**src/rtl/fetch.sv**
```systemverilog
// Instruction fetch stage: PC generation, credit-limited memory requests, ibuf queue to decode.
// Optional FETCH_PERF_CNT_EN macro enables the perf_ibuf_empty_cnt counter.
module fetch #(
  parameter logic [31:0] RESET_PC        = 32'h0000_0000,
  parameter int          IBUF_DEPTH      = 4,
  parameter int          MAX_OUTSTANDING = 4
) (
  input  logic        clk,
  input  logic        reset,
  output logic        mem_req_valid,
  output logic [31:0] mem_req_addr,
  input  logic        mem_req_ready,
  input  logic        mem_rsp_valid,
  input  logic [31:0] mem_rsp_data,
  input  logic        br_redirect,
  input  logic [31:0] br_target,
  output logic        valid_de0,
  output logic [31:0] instr_de0,
  output logic [31:0] pc_de0,
  input  logic        stall_de0,
  output logic [31:0] perf_ibuf_empty_cnt
);

  localparam int AW = $clog2(IBUF_DEPTH);
  localparam int CW = AW + 1;

  logic [31:0]   fetch_pc_reg;
  logic [31:0]   rsp_pc_reg;
  logic [3:0]    outstanding_reg;
  logic [3:0]    drop_cnt_reg;
  logic [AW-1:0] rd_ptr_reg;
  logic [AW-1:0] wr_ptr_reg;
  logic [CW-1:0] count_reg;
  logic [31:0]   instr_reg;
  logic [31:0]   pc_reg;

  logic [31:0]   ibuf_instr [IBUF_DEPTH];
  logic [31:0]   ibuf_pc    [IBUF_DEPTH];

  logic          credit_ok;
  logic          req_fire;
  logic          push;
  logic          pop;
  logic [31:0]   target_pc;
  logic [CW-1:0] count_after_pop;
  logic [AW-1:0] head_idx;
  logic [31:0]   head_instr_next;
  logic [31:0]   head_pc_next;
  logic          head_load;
  logic          unused_target_bits;

  assign target_pc          = {br_target[31:2], 2'b00};
  assign unused_target_bits = ^br_target[1:0];

  // Credit: every in-flight request already owns an ibuf slot, so responses never back up.
  assign credit_ok = (int'(outstanding_reg) < MAX_OUTSTANDING) &&
                     (int'(outstanding_reg) + int'(count_reg) < IBUF_DEPTH);

  assign mem_req_valid = !reset && !br_redirect && credit_ok;
  assign mem_req_addr  = fetch_pc_reg;
  assign req_fire      = mem_req_valid && mem_req_ready;

  assign push = mem_rsp_valid && !br_redirect && (drop_cnt_reg == 4'd0);
  assign pop  = (count_reg != '0) && !stall_de0 && !br_redirect;

  assign count_after_pop = count_reg - CW'(pop);
  assign head_idx        = rd_ptr_reg + AW'(pop);

  // The head register tracks the oldest surviving entry; a push into an emptied queue bypasses storage.
  always_comb begin
    head_instr_next = ibuf_instr[head_idx];
    head_pc_next    = ibuf_pc[head_idx];
    head_load       = 1'b0;
    if (!br_redirect) begin
      if (count_after_pop != '0) begin
        head_load = 1'b1;
      end else if (push) begin
        head_load       = 1'b1;
        head_instr_next = mem_rsp_data;
        head_pc_next    = rsp_pc_reg;
      end
    end
  end

  always_ff @(posedge clk) begin
    if (push) begin
      ibuf_instr[wr_ptr_reg] <= mem_rsp_data;
      ibuf_pc[wr_ptr_reg]    <= rsp_pc_reg;
    end
  end

  always_ff @(posedge clk) begin
    if (reset) begin
      fetch_pc_reg    <= RESET_PC;
      rsp_pc_reg      <= RESET_PC;
      outstanding_reg <= 4'd0;
      drop_cnt_reg    <= 4'd0;
      rd_ptr_reg      <= '0;
      wr_ptr_reg      <= '0;
      count_reg       <= '0;
      instr_reg       <= 32'd0;
      pc_reg          <= 32'd0;
    end else if (br_redirect) begin
      // Everything still in flight is stale; this cycle's response is discarded outright.
      fetch_pc_reg    <= target_pc;
      rsp_pc_reg      <= target_pc;
      outstanding_reg <= outstanding_reg - 4'(mem_rsp_valid);
      drop_cnt_reg    <= outstanding_reg - 4'(mem_rsp_valid);
      rd_ptr_reg      <= '0;
      wr_ptr_reg      <= '0;
      count_reg       <= '0;
    end else begin
      if (req_fire) begin
        fetch_pc_reg <= fetch_pc_reg + 32'd4;
      end
      outstanding_reg <= outstanding_reg + 4'(req_fire) - 4'(mem_rsp_valid);
      if (mem_rsp_valid && (drop_cnt_reg != 4'd0)) begin
        drop_cnt_reg <= drop_cnt_reg - 4'd1;
      end
      if (push) begin
        rsp_pc_reg <= rsp_pc_reg + 32'd4;
        wr_ptr_reg <= wr_ptr_reg + AW'(1);
      end
      rd_ptr_reg <= head_idx;
      count_reg  <= count_after_pop + CW'(push);
      if (head_load) begin
        instr_reg <= head_instr_next;
        pc_reg    <= head_pc_next;
      end
    end
  end

  assign valid_de0 = (count_reg != '0);
  assign instr_de0 = instr_reg;
  assign pc_de0    = pc_reg;

`ifdef FETCH_PERF_CNT_EN
  logic [31:0] perf_cnt_reg;

  always_ff @(posedge clk) begin
    if (reset) begin
      perf_cnt_reg <= 32'd0;
    end else if (!valid_de0 && (perf_cnt_reg != 32'hFFFF_FFFF)) begin
      perf_cnt_reg <= perf_cnt_reg + 32'd1;
    end
  end

  assign perf_ibuf_empty_cnt = perf_cnt_reg;
`else
  assign perf_ibuf_empty_cnt = 32'd0;
`endif

  // A response with nothing in flight, or a push into a full queue without a pop, means the credit scheme broke.
  assert property (@(posedge clk) disable iff (reset) !(mem_rsp_valid && (outstanding_reg == 4'd0)));
  assert property (@(posedge clk) disable iff (reset)
                   !(push && !pop && (int'(count_reg) == IBUF_DEPTH)));

endmodule

```
**config.mk**
```make
export PLATFORM = sky130hd
export DESIGN_NAME = fetch
export DESIGN_NICKNAME = d
export VERILOG_FILES = /design/src/rtl/fetch.sv
export SDC_FILE = /design/constraint.sdc
export NUM_CORES = 1
export LEC_CHECK = 0
export CAP_MARGIN = 20
export CELL_PAD_IN_SITES_DETAIL_PLACEMENT = 1
export CELL_PAD_IN_SITES_GLOBAL_PLACEMENT = 1
export CORE_MARGIN = 3
export CORE_UTILIZATION = 45
export CTS_CLUSTER_SIZE = 30
export DETAILED_ROUTE_END_ITERATION = 6
export GPL_ROUTABILITY_DRIVEN = 0
export PLACE_DENSITY = 0.88
export SLEW_MARGIN = 20
export SYNTH_ARGS = -nofsm -noshare
export SYNTH_HDL_FRONTEND = slang
export SYNTH_SLANG_ARGS = --single-unit
```
**constraint.sdc**
```tcl
create_clock -name clk -period 7.5 [get_ports clk]
set_clock_uncertainty 0.1 [all_clocks]
set_input_delay 2.25 -clock clk [delete_from_list [all_inputs] [get_ports clk]]
set_output_delay 2.25 -clock clk [all_outputs]
set_load 0.02 [all_outputs]
```
# --- Word level (Yosys, flattened, before mapping) ---
# Memories as Yosys holds them, arrays and structs flattened.
# Cells that the tools add are included.
word_totals:
  out_inout_bits: 130
  ram_bits: 256
  inputBits: 70
  wordCells: 63
  memories: 2
  regBits: 143
classes:
  n_bitwise: 1
  add_sub_neg: 11
  muxes: 15
  n_lt_le_gt_ge: 2
  n_reduce_logical: 21
mem_list:
  columns: ["name", "words", "width", "rd", "rd_clocked_by_memory_dff", "wr", "line_no", "text"]
  rows:
  - ["ibuf_instr", 4, 32, 1, 0, 1, "37", "logic [31:0] ibuf_instr [IBUF_DEPTH];"]
  - ["ibuf_pc", 4, 32, 1, 0, 1, "38", "logic [31:0] ibuf_pc [IBUF_DEPTH];"]
ops:
  columns: ["operator", "count"]
  rows:
  - ["two-way mux 32 bit", 8]
  - ["adder 32 x 3 -> 32 bit (second input constant)", 2]
  - ["two-way mux 4 bit", 3]
  - ["logical AND 1 bit", 9]
  - ["subtractor 4 x 1 -> 4 bit", 2]
  - ["nonzero test 2 bit", 3]
  - ["nonzero test 3 bit", 2]
  - ["adder 4 x 3 -> 5 bit", 1]
  - ["< comparator 5 x 3 -> 1 bit (second input constant)", 1]
  - ["adder 4 x 1 -> 4 bit", 1]
  - ["logical NOT 4 bit", 1]
  - ["< comparator 4 x 3 -> 1 bit (second input constant)", 1]
  - ["two-way mux 1 bit", 4]
  - ["nonzero test 4 bit", 1]
  - ["subtractor 4 x 1 -> 4 bit (second input constant)", 1]
  - ["adder 3 x 1 -> 3 bit", 1]
  - ["logical NOT 1 bit", 3]
  - ["subtractor 3 x 1 -> 3 bit", 1]
  - ["adder 2 x 1 -> 2 bit", 1]
  - ["adder 2 x 1 -> 2 bit (second input constant)", 1]
  - ["AND reduction 2 bit", 1]
  - ["OR reduction 2 bit", 1]
  - ["NOT 1 bit", 1]

# --- Longest topological paths before layout ---
# Gate-level depths: netlist of the first run.
depth:
  word_depth: 8
  depth_mapped: 15

# --- Least setup slack after synthesis of the first run ---
# Ideal clock, no wire load.
synth_timing:
  kind: "input to output"
  from: "in reset"
  to: "out mem_req_valid"
  path_slack_ns: 2.160
  path_buffers: 1
  arrival_time_ns: 2.990
  path_stages: 3
  path_cell_list: "clkbuf_1 nor4_1 and3_1"
synth_between:
  elab_chain_len: 3
synth_rtl:
  columns: ["element", "line_no", "text"]
  rows:
  - ["from (decl)", "9", "input logic reset,"]
  - ["logical NOT 1 bit", "59", "assign mem_req_valid = !reset && !br_redirect && credit_ok;"]
  - ["logical AND 1 bit (2 in series)", "59", null]
  - ["to (decl)", "10", "output logic mem_req_valid,"]
# Every way passes these cells.

# --- Final worst setup path of the first run ---
layout_timing:
  from: "in br_redirect"
  to: "out mem_req_valid"
layout_between:
  elab_chain_len: 3
layout_rtl:
  columns: ["element", "line_no", "text"]
  rows:
  - ["from (decl)", "15", "input logic br_redirect,"]
  - ["logical NOT 1 bit", null, null]
  - ["logical AND 1 bit (2 in series)", "59", null]
# Every way passes these cells.

==> metrics.yaml, run 1 <==
worstSetupStartpointType: "input port"
path_class: "in -> out"
yosysMostFrequentCell: "edfxtp_1"
drtPass1Iterations: 5
instances_no_fill: 1842
placed_cells: 1767
cts_buffers: 41
drive_gt1_frac: 0.122
clock_path_buffers: 3
dieArea_sq_um: 38100
fp-row-count: 68
path_cells: "buf_2, nor4_1, and3_1, clkdlybuf4s50_1"
fp.dieH_microns: 195
placed_area_sq_um: 18100
arrival_ns: 3.74
antenna_found_initial: 0
dpl.hpwl_microns: 28500
ios: 200
hold_path.class: "reg -> reg"
end_kind: "primary output"
setup_viol: 0
report.final.slew_viol_count: 0
cp_slowest_stage_delay_ns: 0.61
whs_ns: 0.356
tightest_slew_ns: 1.08
cp_max_fo: 27
maxCapViolCount: 0
die_x_microns: 195
core_sq_um: 35000
finish.instance_area_sq_um: 19400
ir_drop_mv: 0.206
drc: 0
synth_cell_type_count: 56
root_buffer: "clkbuf_16"
port_buffers: 161
relSlewSlack: 0.281
syn_area_sq_um: 16100
cts_tree: "built"
required_ns: 5.15
htreeDepth: 2
drt_iter0_drc: 812
nNetsFinal: 1449
grt_max_degree: 78
synth_commonest_cells: "edfxtp_1, dfxtp_1, a21oi_1"
period_share: 0.812
place_ws_ns: 1.35
synthTopCellsByArea: "edfxtp_1, dfxtp_1, mux4_2"
path_clk_slew_ns: 0.07
fmax_ghz: 0.164
areaGrowthSynthToFinish_pct: 20.5
cts_hold_buf: 0
viasPerCell: 5.91
synth-async-reset-ratio: 0
postRouteAntennaNets: 0
syn_avg_cell_area_sq_um: 13.4
grt-ovfl-total: 0
gr-usage-all-layers: 0.230
cts_setup_buffers: 0
ys_seq_area_frac: 0.632
ys_warn_count: 0
slowest_stage: "clkdlybuf4s50_1"
hold_viol_final: 0
grt_setup_unrepaired: "false"
setup_ws_ns: 1.41
tns_ns: 0
synth_cells: 1205
p_per_area_nw_per_um2: 269
num_vias: 10900
insertion_delay_ns: 0.54
synth_area_leader_cell: "edfxtp_1"
cts.sinks: 385
wl_microns: 44700
wl_per_cell_microns: 24.3
cts_resized: 0
power_leakage_uw: 0.00663
synth_top_area_frac: 0.462
synthFlopType: "edfxtp_1"
regMostFlops: "ibuf_instr"
timing.final.crit_period_ns: 6.09
diodes: 0
grt_pass1_wl_microns: 68800
status: "finished, final reports clean"
start_util: 0.461
largest_reg_flops: 128
synth-edff-count: 248
ys_seq_elements: 385
grt_pass1_vias: 11900
## through the flow
step	power (uW)	util
after floorplan	2900	-
after global placement	3170	0.517
after detailed placement	3220	0.517
after CTS	5270	0.556
after global routing	5430	0.556
final	5230	0.556
## report_power, final
part | total, uW | internal (uW) | switching, uW
Sequential | 2480 | 2370 | 104
Combinational | 702 | 289 | 413
Clock | 2050 | 1200 | 847
## placed cells by master, fill, tap and decap left out, drive strengths merged, types with 8 or more instances in the layout
cell type / n
and2: 9
dfxtp: 137
edfxtp: 248
a21boi: 39
xor2: 31
nand4: 34
ha: 23
nand2: 89
mux4: 62
nand3: 23
xnor2: 26
conb: 36
inv: 49
nor4: 8
clkdlybuf4s50: 159
clkinv: 14
clkbuf: 48
and3: 15
o221ai: 36
a21oi: 99
nor2: 58
nor3: 16
a211oi: 36
buf: 26
## kinds of logic after synthesis
kind of cell               Yosys count  share of synthesized area
AOI/OAI and AO/OA                  239                     0.0986
muxes                               65                     0.0885
other                                1                   0.000233
and+or+nand+nor                    276                     0.0839
adders and majority gates           24                     0.0191
buffers and inverters              158                     0.0463
DFF                                385                      0.632
xor gates and xnor gates            57                     0.0314
## layout make-up
class	count	area [sq um]
clock buffers	48	1060
clock inverters	27	293
multi-input cells	697	5370
well taps	455	569
fillers	3416	15500
repair buffers	185	1780
flip-flops and latches	385	10200
inverters	45	169
## final timing paths
| kind | slack, ns | cells past startpoint | to | from |
|---|---|---|---|---|
| setup / recovery | 1.41 | 4 | mem_req_valid | br_redirect |
| hold / removal | 0.36 | 2 | instr_de0[3] | instr_de0[3] |
| setup reg to reg | 3.47 | 10 | pc_de0[17] | count_reg[1] |
| hold reg to reg | 0.36 | 2 | instr_de0[3] | instr_de0[3] |
## worst max-delay path: cells and delay by family
family	cells	cell delay, ns
buffers and inverters	2	0.90
AND/OR/NAND/NOR	2	0.58
## routing by layer
metal	track usage	vias to the layer above	wire, microns	share of wire
li1	-	4793	-	-
met1	0.293	5594	18100	0.40
met2	0.404	412	22700	0.51
met3	0.0361	83	2740	0.061
met4	0.0721	0	1180	0.026
met5	0	-	0	0
(Power assumes the default switching activity.)
==> run 2, diff against run 1 <==
==> constraint.sdc (replaced) <==
create_clock -name clk -period 5.8 [get_ports clk]
set_clock_uncertainty 0.1 [all_clocks]
set_input_delay 1.74 -clock clk [delete_from_list [all_inputs] [get_ports clk]]
set_output_delay 1.74 -clock clk [all_outputs]
set_load 0.02 [all_outputs]
==> run 2 against run 1 <==
  * Clock power is 22% higher
  * Critical path depth stayed put
  * Global-route usage is 0.80 points lower
  * First-iteration DRC count is 23% lower
  * Power is 27% higher
  * Non-clock buffer count is 6 higher
  * Core utilization hardly changed
  * Worst hold slack better by 0.0042 ns
  * Count of clock-buffer cells in the layout is 10 higher
  * Cell count is 0.38% higher
==> metrics.yaml, run 2 (synthesis results as in run 1) <==
cts_setup_buffers: 0  # unchanged
period_share: 0.837
wl_per_cell_microns: 23.3  # was 24.3 microns
nNetsFinal: 1455  # was 1449
switching_share: 0.255  # was 0.261
core_sq_um: 35000  # unchanged
setup_viol: 0  # unchanged
grt_setup_unrepaired: "false"  # unchanged
gr-usage-all-layers: 0.222  # was 0.230
cts_resized: 0  # unchanged
port_buffers: 161  # unchanged
drtPass1Iterations: 5  # unchanged
grt_max_degree: 66  # was 78
p_int_uw: 4930  # was 3860 uW
tns_ns: 0  # unchanged
fp-row-count: 68  # unchanged
pwr-share-seq: 0.484  # was 0.474
areaGrowthSynthToFinish_pct: 20.5  # about the same
cp_max_fo: 3  # was 27
fp.dieH_microns: 195  # unchanged
root_buffer: "clkbuf_16"  # unchanged
drive_gt1_frac: 0.115  # was 0.122
path_clk_slew_ns: 0.06  # was 0.07 ns
power_leakage_uw: 0.00663  # about the same
dieArea_sq_um: 38100  # unchanged
grt-ovfl-total: 0  # unchanged
crit_buf_inv: 2  # unchanged
cts_tree: "built"  # unchanged
mostFrequentLayoutCells: "edfxtp_1, clkdlybuf4s50_1, dfxtp_1"  # unchanged
viasPerCell: 5.83  # was 5.91
p_per_area_nw_per_um2: 341  # was 269 nW/um^2
cp_slowest_stage_delay_ns: 0.61  # about the same
grt_pass1_vias: 11600  # was 11.9k
required_ns: 3.96  # was 5.15 ns
htreeDepth: 2  # unchanged
whs_ns: 0.360  # was 0.356 ns
p_switching_uw: 1690  # was 1360 uW
placed_cells: 1773  # was 1767
cts_buffers: 41  # unchanged
post-route-util: 0.556  # about the same
ir_drop_mv: 0.265  # was 0.206 mV
n_fill_cell: 3433  # was 3416
comb_power_share: 0.137  # was 0.134
num_vias: 10800  # was 10.9k
antenna_found_initial: 1  # was 0
end_kind: "primary output"  # unchanged
critPathTopFamily: "buffers and inverters"  # unchanged
status: "finished, final reports clean"  # unchanged
largest_reg_flops: 128  # unchanged
hold_path.class: "reg -> reg"  # unchanged
path_cells: "buf_2, nor4_1, and3_1, clkdlybuf4s50_1"  # unchanged
slowest_stage: "clkdlybuf4s50_1"  # unchanged
fmax_ghz: 0.206
regMostFlops: "ibuf_instr"  # unchanged
grt_pass1_wl_microns: 67000  # was 68800 microns
path_class: "in -> out"  # unchanged
worstSetupStartpointType: "input port"  # unchanged
dpl.hpwl_microns: 28100  # was 28500 microns
instances_no_fill: 1849  # was 1842
setup_ws_ns: 0.948  # was 1.41 ns
layout_commonest_cell: "edfxtp_1"  # unchanged
report.final.slew_viol_count: 0  # unchanged
drc: 0  # unchanged
cts_hold_buf: 0  # unchanged
clkPwrFrac: 0.379  # was 0.391
drt_iter0_drc: 622  # was 812
relSlewSlack: 0.367  # was 0.281
hold_viol_final: 0  # unchanged
arrival_ns: 3.01  # was 3.74 ns
tightest_slew_ns: 0.941  # was 1.08 ns
place_ws_ns: 0.632  # was 1.35 ns
cts.sinks: 385  # unchanged
postRouteAntennaNets: 0  # unchanged
ios: 200  # unchanged
wl_microns: 43000  # was 44700 microns
clock_path_buffers: 3  # unchanged
maxCapViolCount: 0  # unchanged
insertion_delay_ns: 0.53  # was 0.54 ns
die_x_microns: 195  # unchanged
start_util: 0.461  # unchanged
timing.final.crit_period_ns: 4.85
## run 2: cell count changes in the layout (fill, tap and decap cells not counted)
cell	delta
buf_4	+4
clkinv_1	+7
bufinv_16	-2
buf_12	+2
clkbuf_8	+2
clkinvlp_4	-3
clkinv_2	-7
diode_2	+1
clkinv_4	-3
clkbuf_1	+8
inv_6	-2
## run 2: worst paths after layout
path | from | end | slack [ns] | cells after the start
worst max-delay path | br_redirect | mem_req_valid | 0.95 | 4
worst min-delay path | instr_de0[12] | instr_de0[12] | 0.36 | 2
worst max register to register | count_reg[1] | instr_de0[9] | 2.31 | 10
worst min register to register | instr_de0[12] | instr_de0[12] | 0.36 | 2
## run 2: layout make-up
cell class | count | area [sq um] | share of cell area
flip-flops and latches | 385 | 10200 | 0.524
multi-input cells | 697 | 5370 | 0.276
repair buffers | 191 | 1850 | 0.0954
clock buffers | 58 | 1120 | 0.0576
well taps | 455 | 569 | 0.0293
inverters | 45 | 169 | 0.00869
clock inverters | 17 | 158 | 0.00811
diodes | 1 | 2.50 | 0.000129
## run 2: worst min-delay path: stages (launching register included)
cell and delay, ns:
dfxtp_1 0.30, nand2_1 0.05, a21oi_1 0.05
## run 2: routing by layer
metal,track usage,part of all wire
met5,0,0
met3,0.0390,0.061
met2,0.386,0.51
met1,0.291,0.41
met4,0.0520,0.020
## run 2: per-stage QoR
step	power [uW]	instance area [sq um]
3_5_place_dp	4160	18100
4_1_cts	6670	19400
2_1_floorplan	3750	16300
5_1_grt	6870	19400
3_3_place_gp	4100	18100
6_report	6620	19400
## run 2: power groups by stage
stage	Sequential [uW]	Combinational (uW)	Clock, uW
CTS	3200	915	2560
finish	3200	907	2510
detailed placement	3260	902	0
floorplan	3310	443	0
global route	3220	984	2670
global placement	3240	861	0
